File: src/rtl/prog_lut_pkg.sv
// Shared types and constants for the programmable look-up table.
package prog_lut_pkg;

    typedef enum logic [0:0] {
        ST_RUN  = 1'b0,
        ST_LOAD = 1'b1
    } lut_state_e;

    localparam int K_MAX = 6;

    // Number of truth-table entries for a k-input LUT.
    function automatic int table_width(input int k);
        return 32'sd1 << k;
    endfunction

endpackage

File: src/rtl/lut_cfg_shifter.sv
// Serial configuration shadow register with transfer counter and final-bit detect.
module lut_cfg_shifter
    import prog_lut_pkg::*;
#(
    parameter int K = 4
) (
    input  logic                      clk,
    input  logic                      rst,
    input  logic                      i_clear,
    input  logic                      i_shift,
    input  logic                      i_bit,
    output logic [table_width(K)-1:0] o_shadow_next,
    output logic                      o_cfg_out,
    output logic                      o_last
);

    localparam int W  = table_width(K);
    localparam int CW = $clog2(W + 1);

    logic [W-1:0]  r_shadow;
    logic [CW-1:0] r_count;

    assign o_shadow_next = {r_shadow[W-2:0], i_bit};
    assign o_cfg_out     = r_shadow[W-1];
    // A restart in the same cycle suppresses the transfer, so it can never be the last one.
    assign o_last        = i_shift && !i_clear && (r_count == CW'(W - 1));

    // Shadow shift and accepted-bit counting; a restart only rewinds the count.
    always_ff @(posedge clk) begin
        if (rst) begin
            r_shadow <= '0;
            r_count  <= '0;
        end else if (i_clear) begin
            r_count  <= '0;
        end else if (i_shift) begin
            r_shadow <= o_shadow_next;
            r_count  <= r_count + CW'(1);
        end
    end

endmodule

File: src/rtl/prog_lut.sv
// K-input LUT whose truth table can be replaced at run time through a serial, chainable port.
module prog_lut
    import prog_lut_pkg::*;
#(
    parameter int                       K       = 4,
    parameter logic [table_width(K)-1:0] INIT    = '0,
    parameter bit                       REG_OUT = 1'b1
) (
    input  logic         clk,
    input  logic         rst,
    input  logic [K-1:0] x,
    output logic         y,
    output logic         y_valid,
    input  logic         cfg_start,
    input  logic         cfg_valid,
    input  logic         cfg_bit,
    output logic         cfg_ready,
    output logic         cfg_done,
    output logic         cfg_out
);

    localparam int W = table_width(K);

    if (K < 1 || K > K_MAX) begin : g_bad_k
        $error("prog_lut: K must lie in 1..K_MAX");
    end

    lut_state_e   r_state;
    logic         r_cfg_ready;
    logic         r_cfg_done;
    logic [W-1:0] r_table;
    logic [W-1:0] w_shadow_next;
    logic         w_xfer;
    logic         w_last;

    assign w_xfer = cfg_valid && r_cfg_ready && !cfg_start;

    lut_cfg_shifter #(.K(K)) u_shifter (
        .clk           (clk),
        .rst           (rst),
        .i_clear       (cfg_start),
        .i_shift       (w_xfer),
        .i_bit         (cfg_bit),
        .o_shadow_next (w_shadow_next),
        .o_cfg_out     (cfg_out),
        .o_last        (w_last)
    );

    // RUN/LOAD sequencing, table commit and configuration handshake outputs.
    always_ff @(posedge clk) begin
        if (rst) begin
            r_state     <= ST_RUN;
            r_cfg_ready <= 1'b0;
            r_cfg_done  <= 1'b0;
            r_table     <= INIT;
        end else begin
            r_cfg_done <= 1'b0;
            case (r_state)
                ST_RUN: begin
                    if (cfg_start) begin
                        r_state     <= ST_LOAD;
                        r_cfg_ready <= 1'b1;
                    end
                end
                ST_LOAD: begin
                    if (w_last) begin
                        r_state     <= ST_RUN;
                        r_cfg_ready <= 1'b0;
                        r_cfg_done  <= 1'b1;
                        r_table     <= w_shadow_next;
                    end
                end
                default: begin
                    r_state     <= ST_RUN;
                    r_cfg_ready <= 1'b0;
                end
            endcase
        end
    end

    assign cfg_ready = r_cfg_ready;
    assign cfg_done  = r_cfg_done;

    if (REG_OUT) begin : g_reg_out
        logic r_y;
        logic r_y_valid;

        // Lookup sampled against the table as it stood before this edge's commit.
        always_ff @(posedge clk) begin
            if (rst) begin
                r_y       <= 1'b0;
                r_y_valid <= 1'b0;
            end else begin
                r_y       <= r_table[x];
                r_y_valid <= 1'b1;
            end
        end

        assign y       = r_y;
        assign y_valid = r_y_valid;
    end else begin : g_comb_out
        assign y       = r_table[x];
        assign y_valid = !rst;
    end

endmodule

File: config.mk
export PLATFORM = sky130hd
export DESIGN_NAME = prog_lut
export DESIGN_NICKNAME = d
export VERILOG_FILES = /design/src/rtl/prog_lut_pkg.sv /design/src/rtl/lut_cfg_shifter.sv /design/src/rtl/prog_lut.sv
export SDC_FILE = /design/constraint.sdc
export NUM_CORES = 1
export LEC_CHECK = 0
export CORE_UTILIZATION = 56
export DETAILED_ROUTE_END_ITERATION = 12
export MAX_ROUTING_LAYER = met4
export PLACE_DENSITY_LB_ADDON = 0.1
export SLEW_MARGIN = 25
export SYNTH_ARGS = -nofsm -noshare
export SYNTH_HDL_FRONTEND = slang
export SYNTH_HIERARCHICAL = 1
export SYNTH_SLANG_ARGS = --single-unit
File: constraint.sdc
create_clock -name clk -period 2.2 [get_ports clk]
set_input_delay 0.33 -clock clk [delete_from_list [all_inputs] [get_ports clk]]
set_output_delay 0.33 -clock clk [all_outputs]
set_load 0.01 [all_outputs]
======== Word-level counts from Yosys, hierarchy flattened ========
Cells that the tools add are included.
word-level totals
  bits in registers ....................... 42
  input bits .............................. 9
  logic and storage cells ................. 35
operators by class
  add/subtract/negate cells ............... 1
  $lt $le $gt $ge ......................... 1
  equal/unequal tests ..................... 3
  mux-type cells .......................... 10
  bitwise gates (word level) .............. 2
  reduce and logical (&&, ||, !) cells .... 10
operators with widths
  cell                 number
  $mux 1               7
  $reduce_and 2->1     3
  $add 5x1->5 const B  1
  $eq 5x4->1 const B   1
  $lt 4x5->1 const B   1
  $bmux 1 s4           1
  $logic_and 1x1->1    4
  $pmux 1 s2           2
  $reduce_or 2->1      2
  $ne 2x1->1 const B   1
  $ne 2x2->1 const B   1
  $not 1->1            2
  $logic_not 1->1      1

======== Longest topological paths before layout ========
  depth in word-level cells ............... 6
  gate-level depth with buffers ........... 11
  mapped depth without buffers ............ 6

======== Modules after synthesis ========
The synthesis kept the hierarchy.
modules (own cells, without submodules)
  module           times used  cells each  area an instance (µm²)  sequential area each (µm²)
  lut_cfg_shifter  1           97          892.1                   420.4
  prog_lut         1           63          767.0                   420.4

======== Least setup slack after synthesis ========
OpenSTA, ideal clock, no wires.
  path type ............................... register to register
  start ................................... reg r_cfg_ready, in the netlist cfg_ready
  end ..................................... reg r_table[12]
  arrival time ............................ 1.902 ns
  path slack .............................. 0.239 ns
  cell stages (with the launch flop) ...... 11
  period minus slack after synthesis ...... 1.961 ns
  cell sequence ........................... dfxtp_1 -> nand2_1 -> nor2_1 -> buf_6 -> and2b_1 -> buf_6 -> buf_12 -> and2_4 -> a21oi_1 -> buf_2 -> a22o_1
between the ends
  word-level cells in the longest chain between the ends .. 5
RTL lines
  what                               RTL line               RTL
  start, declared                    prog_lut.sv:29         logic r_cfg_ready;
  start signal, assigned             prog_lut.sv:53         r_cfg_ready <= 1'b0;
  start signal, assigned             prog_lut.sv:62         r_cfg_ready <= 1'b1;
  start signal, assigned             prog_lut.sv:68         r_cfg_ready <= 1'b0;
  $logic_and 1x1->1 (2 in series)    prog_lut.sv:36         assign w_xfer = cfg_valid && r_cfg_ready && !cfg_start;
  via w_xfer                         prog_lut.sv:33         logic w_xfer;
  $logic_and 1x1->1 (2 in series)    lut_cfg_shifter.sv:26  assign o_last = i_shift && !i_clear && (r_count == CW'(W - 1));
  via w_last                         prog_lut.sv:34         logic w_last;
  $reduce_and 2->1 (no source line)  n/a
  end signal, assigned               prog_lut.sv:70         r_table <= w_shadow_next;
  end, declared                      prog_lut.sv:31         logic [W-1:0] r_table;
The timed path passes the listed nets, and every way through them passes these cells.
A chain may end at the register's enable or synchronous reset.

======== Worst setup path in the final report ========
  start ................................... reg u_shifter.r_count[0]
  end ..................................... reg r_table[5]
between the ends
  word-level cells in the longest chain between the ends .. 3
RTL lines
  what                               RTL line               RTL
  start, declared                    lut_cfg_shifter.sv:21  logic [CW-1:0] r_count;
  start signal, assigned             lut_cfg_shifter.sv:37  r_count <= r_count + CW'(1);
  $eq 5x4->1                         lut_cfg_shifter.sv:26
  $logic_and 1x1->1                  lut_cfg_shifter.sv:26
  via w_last                         prog_lut.sv:34
  $reduce_and 2->1 (no source line)  n/a
The timed path passes the listed nets, and every way through them passes these cells.

==> impl_metrics.env <==
export IMPL_grt_total_usage_pct=20.6
export IMPL_worst_path_max_delay_cell="dfxtp_1"
export IMPL_grt_pass1_wl_um=4820
export IMPL_nets=185
export IMPL_period_minus_slack_ns=1.71
export IMPL_cts_reportedPaths_clkPinSlew_ns=0.11
export IMPL_synthArstFlopShare_pct=0
export IMPL_cts_buffer_depth=2
export IMPL_ff_latch_area_um2=841
export IMPL_syn_to_final_growth_pct=11.4
export IMPL_wirelength_um=2850
export IMPL_drive_gt1_share_pct=20.0
export IMPL_overflow=0
export IMPL_drcViolationCount=0
export IMPL_ctsRootBufferMaster="clkbuf_4"
export IMPL_ys_ff_latch=42
export IMPL_ys_warn_count=6
export IMPL_ios=14
export IMPL_yosysUniqueCellTypes=33
export IMPL_avgSynthCellArea_um2=10.4
export IMPL_cts_tree="done"
export IMPL_clock_latency_ns=0.35
export IMPL_setup_tns_final_ns=0
export IMPL_ir_drop_mv=0.654
export IMPL_fillers=240
export IMPL_antenna_found_initial=0
export IMPL_worstPathArrival_ns=2.01
export IMPL_drt_vias_per_instance=5.58
export IMPL_synth_edff_count=0
export IMPL_power_density_mw_per_mm2=701
export IMPL_multi_input_area_um2=703
export IMPL_gp_congestion=0.760
export IMPL_place_hpwl_um=2000
export IMPL_synth_top_area_share_pct=50.7
export IMPL_detail_route_wl_per_cell_um=13.8
export IMPL_cp_end_kind="flip-flop"
export IMPL_first_global_vias=1093
export IMPL_antennaDiodeCount=0
export IMPL_leakage_nw=0.685
export IMPL_hold_class="flip-flop to flip-flop"
export IMPL_postCtsSetupBuffers=0
export IMPL_critPathMaxFanout=16
export IMPL_relSlewSlack_pct=60.1
export IMPL_num_rows=19
export IMPL_finalCritPeriodShare_pct=77.6
export IMPL_core_mm2=0.00278
export IMPL_grt_max_degree=18
export IMPL_synth_area_mm2=0.00166
export IMPL_drv_cap=0
export IMPL_clock_sinks=42
export IMPL_synth_flop_cell="dfxtp_1"
export IMPL_start_util_pct=59.6
export IMPL_dr_pass1_iters=4
export IMPL_finClkSkew_ns=0.0110
export IMPL_reg2reg_slack_ns=0.49
export IMPL_worst_slew_pin_transition_ns=0.598
export IMPL_ys_seq_area_share_pct=50.7
export IMPL_syn_nets=171
export IMPL_setup_viol=0
export IMPL_die_w_um=56.4
export IMPL_fin_hold_ws_ns=0.474
export IMPL_ant_nets=0
export IMPL_maxClockFrequency_mhz=586
export IMPL_holdBufCountCts=0
export IMPL_synthTopCellsByArea="dfxtp_1 51%, a22o_1 8.4%, nand2_1 5.9%, a21oi_2 4.8%, nand2_2 3.4%"
export IMPL_start_kind="flip-flop"
export IMPL_synth_cells=160
export IMPL_die_height_um=56.4
export IMPL_portBuffers=13
export IMPL_required_ns=2.50
export IMPL_cts_resized=0
export IMPL_critical_path_class="flip-flop to flip-flop"
export IMPL_drt_iter0_markers=20
export IMPL_rsz0062_at_grt="no"
export IMPL_cts_made_buffers=5
export IMPL_vias=1149
export IMPL_critPathMaxStageDelay_ns=0.35
export IMPL_status="finished, final reports clean"
export IMPL_yosys_area_top_type="dfxtp_1"
export IMPL_final_cell_mix="42 x dfxtp_1, 26 x nand2_1, 16 x a22o_1"
export IMPL_layout_commonest_cell="dfxtp_1"
export IMPL_slew_viol_final=0
export IMPL_critPathMostFrequentCell="ha_1"
export IMPL_die_area_mm2=0.00318
export IMPL_ctsHtreeMaxLevel=2
export IMPL_timing_hold_violations_final=0
export IMPL_crit_chain="ha_1 -> and3_1 -> ha_1 -> and2_4 -> a21oi_1 -> buf_4 -> a22o_1"
## metrics by stage
stage / std cells / cell area (um^2) / utilization (%) / total power, mW / worst slack [ns]
after CTS: 206 / 1850 / 66.4 / 1.31 / 0.486
after floorplan: 160 / 1660 / - / 0.827 / 0.239
final: 206 / 1850 / 66.4 / 1.30 / 0.492
after detailed placement: 198 / 1770 / 63.6 / 0.856 / 0.228
after global routing: 206 / 1850 / 66.4 / 1.34 / 0.354
after global placement: 198 / 1770 / 63.6 / 0.854 / 0.304
## kinds of logic after synthesis
kind of cell | Yosys count | share of synthesized area, %
AO/OA/AOI/OAI | 40 | 18.8
adder cells (fa/ha/maj) | 2 | 1.51
buffers and inverters | 15 | 6.94
multiplexers | 7 | 6.03
XOR/XNOR | 3 | 1.58
flip-flops | 42 | 50.7
AND/OR/NAND/NOR | 51 | 14.5
## flip-flops by register name (all words and copies together), names as in the netlist
register            count
u_shifter/r_shadow     16
y                       1
r_table                16
cfg_done                1
r_state                 1
u_shifter/r_count       5
y_valid                 1
cfg_ready               1
## synth_stat cells (2+ instances only)
cell type and n:
a21oi_1 9, a21oi_2 9, a22o_1 16, and3_1 2, buf_2 4, buf_4 2, buf_6 4, dfxtp_1 42
ha_1 2, inv_1 3, mux2i_1 4, nand2_1 26, nand2_2 9, nand3_1 2, nor2_1 6, o21a_1 2
xor2_1 2
## final timing paths
check                   startpoint                    end  cells past startpoint
max           u_shifter/r_count[0]             r_table[5]                      7
min          u_shifter/r_shadow[2]  u_shifter/r_shadow[3]                      2
max reg2reg   u_shifter/r_count[0]             r_table[5]                      7
min reg2reg  u_shifter/r_shadow[2]  u_shifter/r_shadow[3]                      2
## area by class of cell
class	count	area share (%)
Sequential cell	42	45.5
Multi-Input combinational cell	103	38.1
Timing Repair Buffer	19	9.48
Clock buffer	8	4.27
Tap cell	31	2.10
Inverter	3	0.609
## worst max-delay path: cells and delay by family (launching register included)
family | cells | cell delay, ns
fa+ha+maj | 2 | 0.38
compound gates | 2 | 0.36
simple gates | 2 | 0.31
buf+inv | 1 | 0.26
flops | 1 | 0.35
## layer usage
metal	vias up	global-route usage (%)	routed length (um)
met5	-	-	0
met4	0	12.5	85
met3	9	5.07	87
met2	17	30.1	1190
met1	540	25.5	1490
li1	583	-	-
## report_power, final
part,total (mW),leakage [nW],switching (mW),internal (mW)
logic,0.0695,0.301,0.0360,0.0335
clock network,0.457,0.0446,0.238,0.219
registers,0.769,0.339,0.00368,0.766
total,1.30,0.685,0.278,1.02
(Power assumes the default switching activity.)
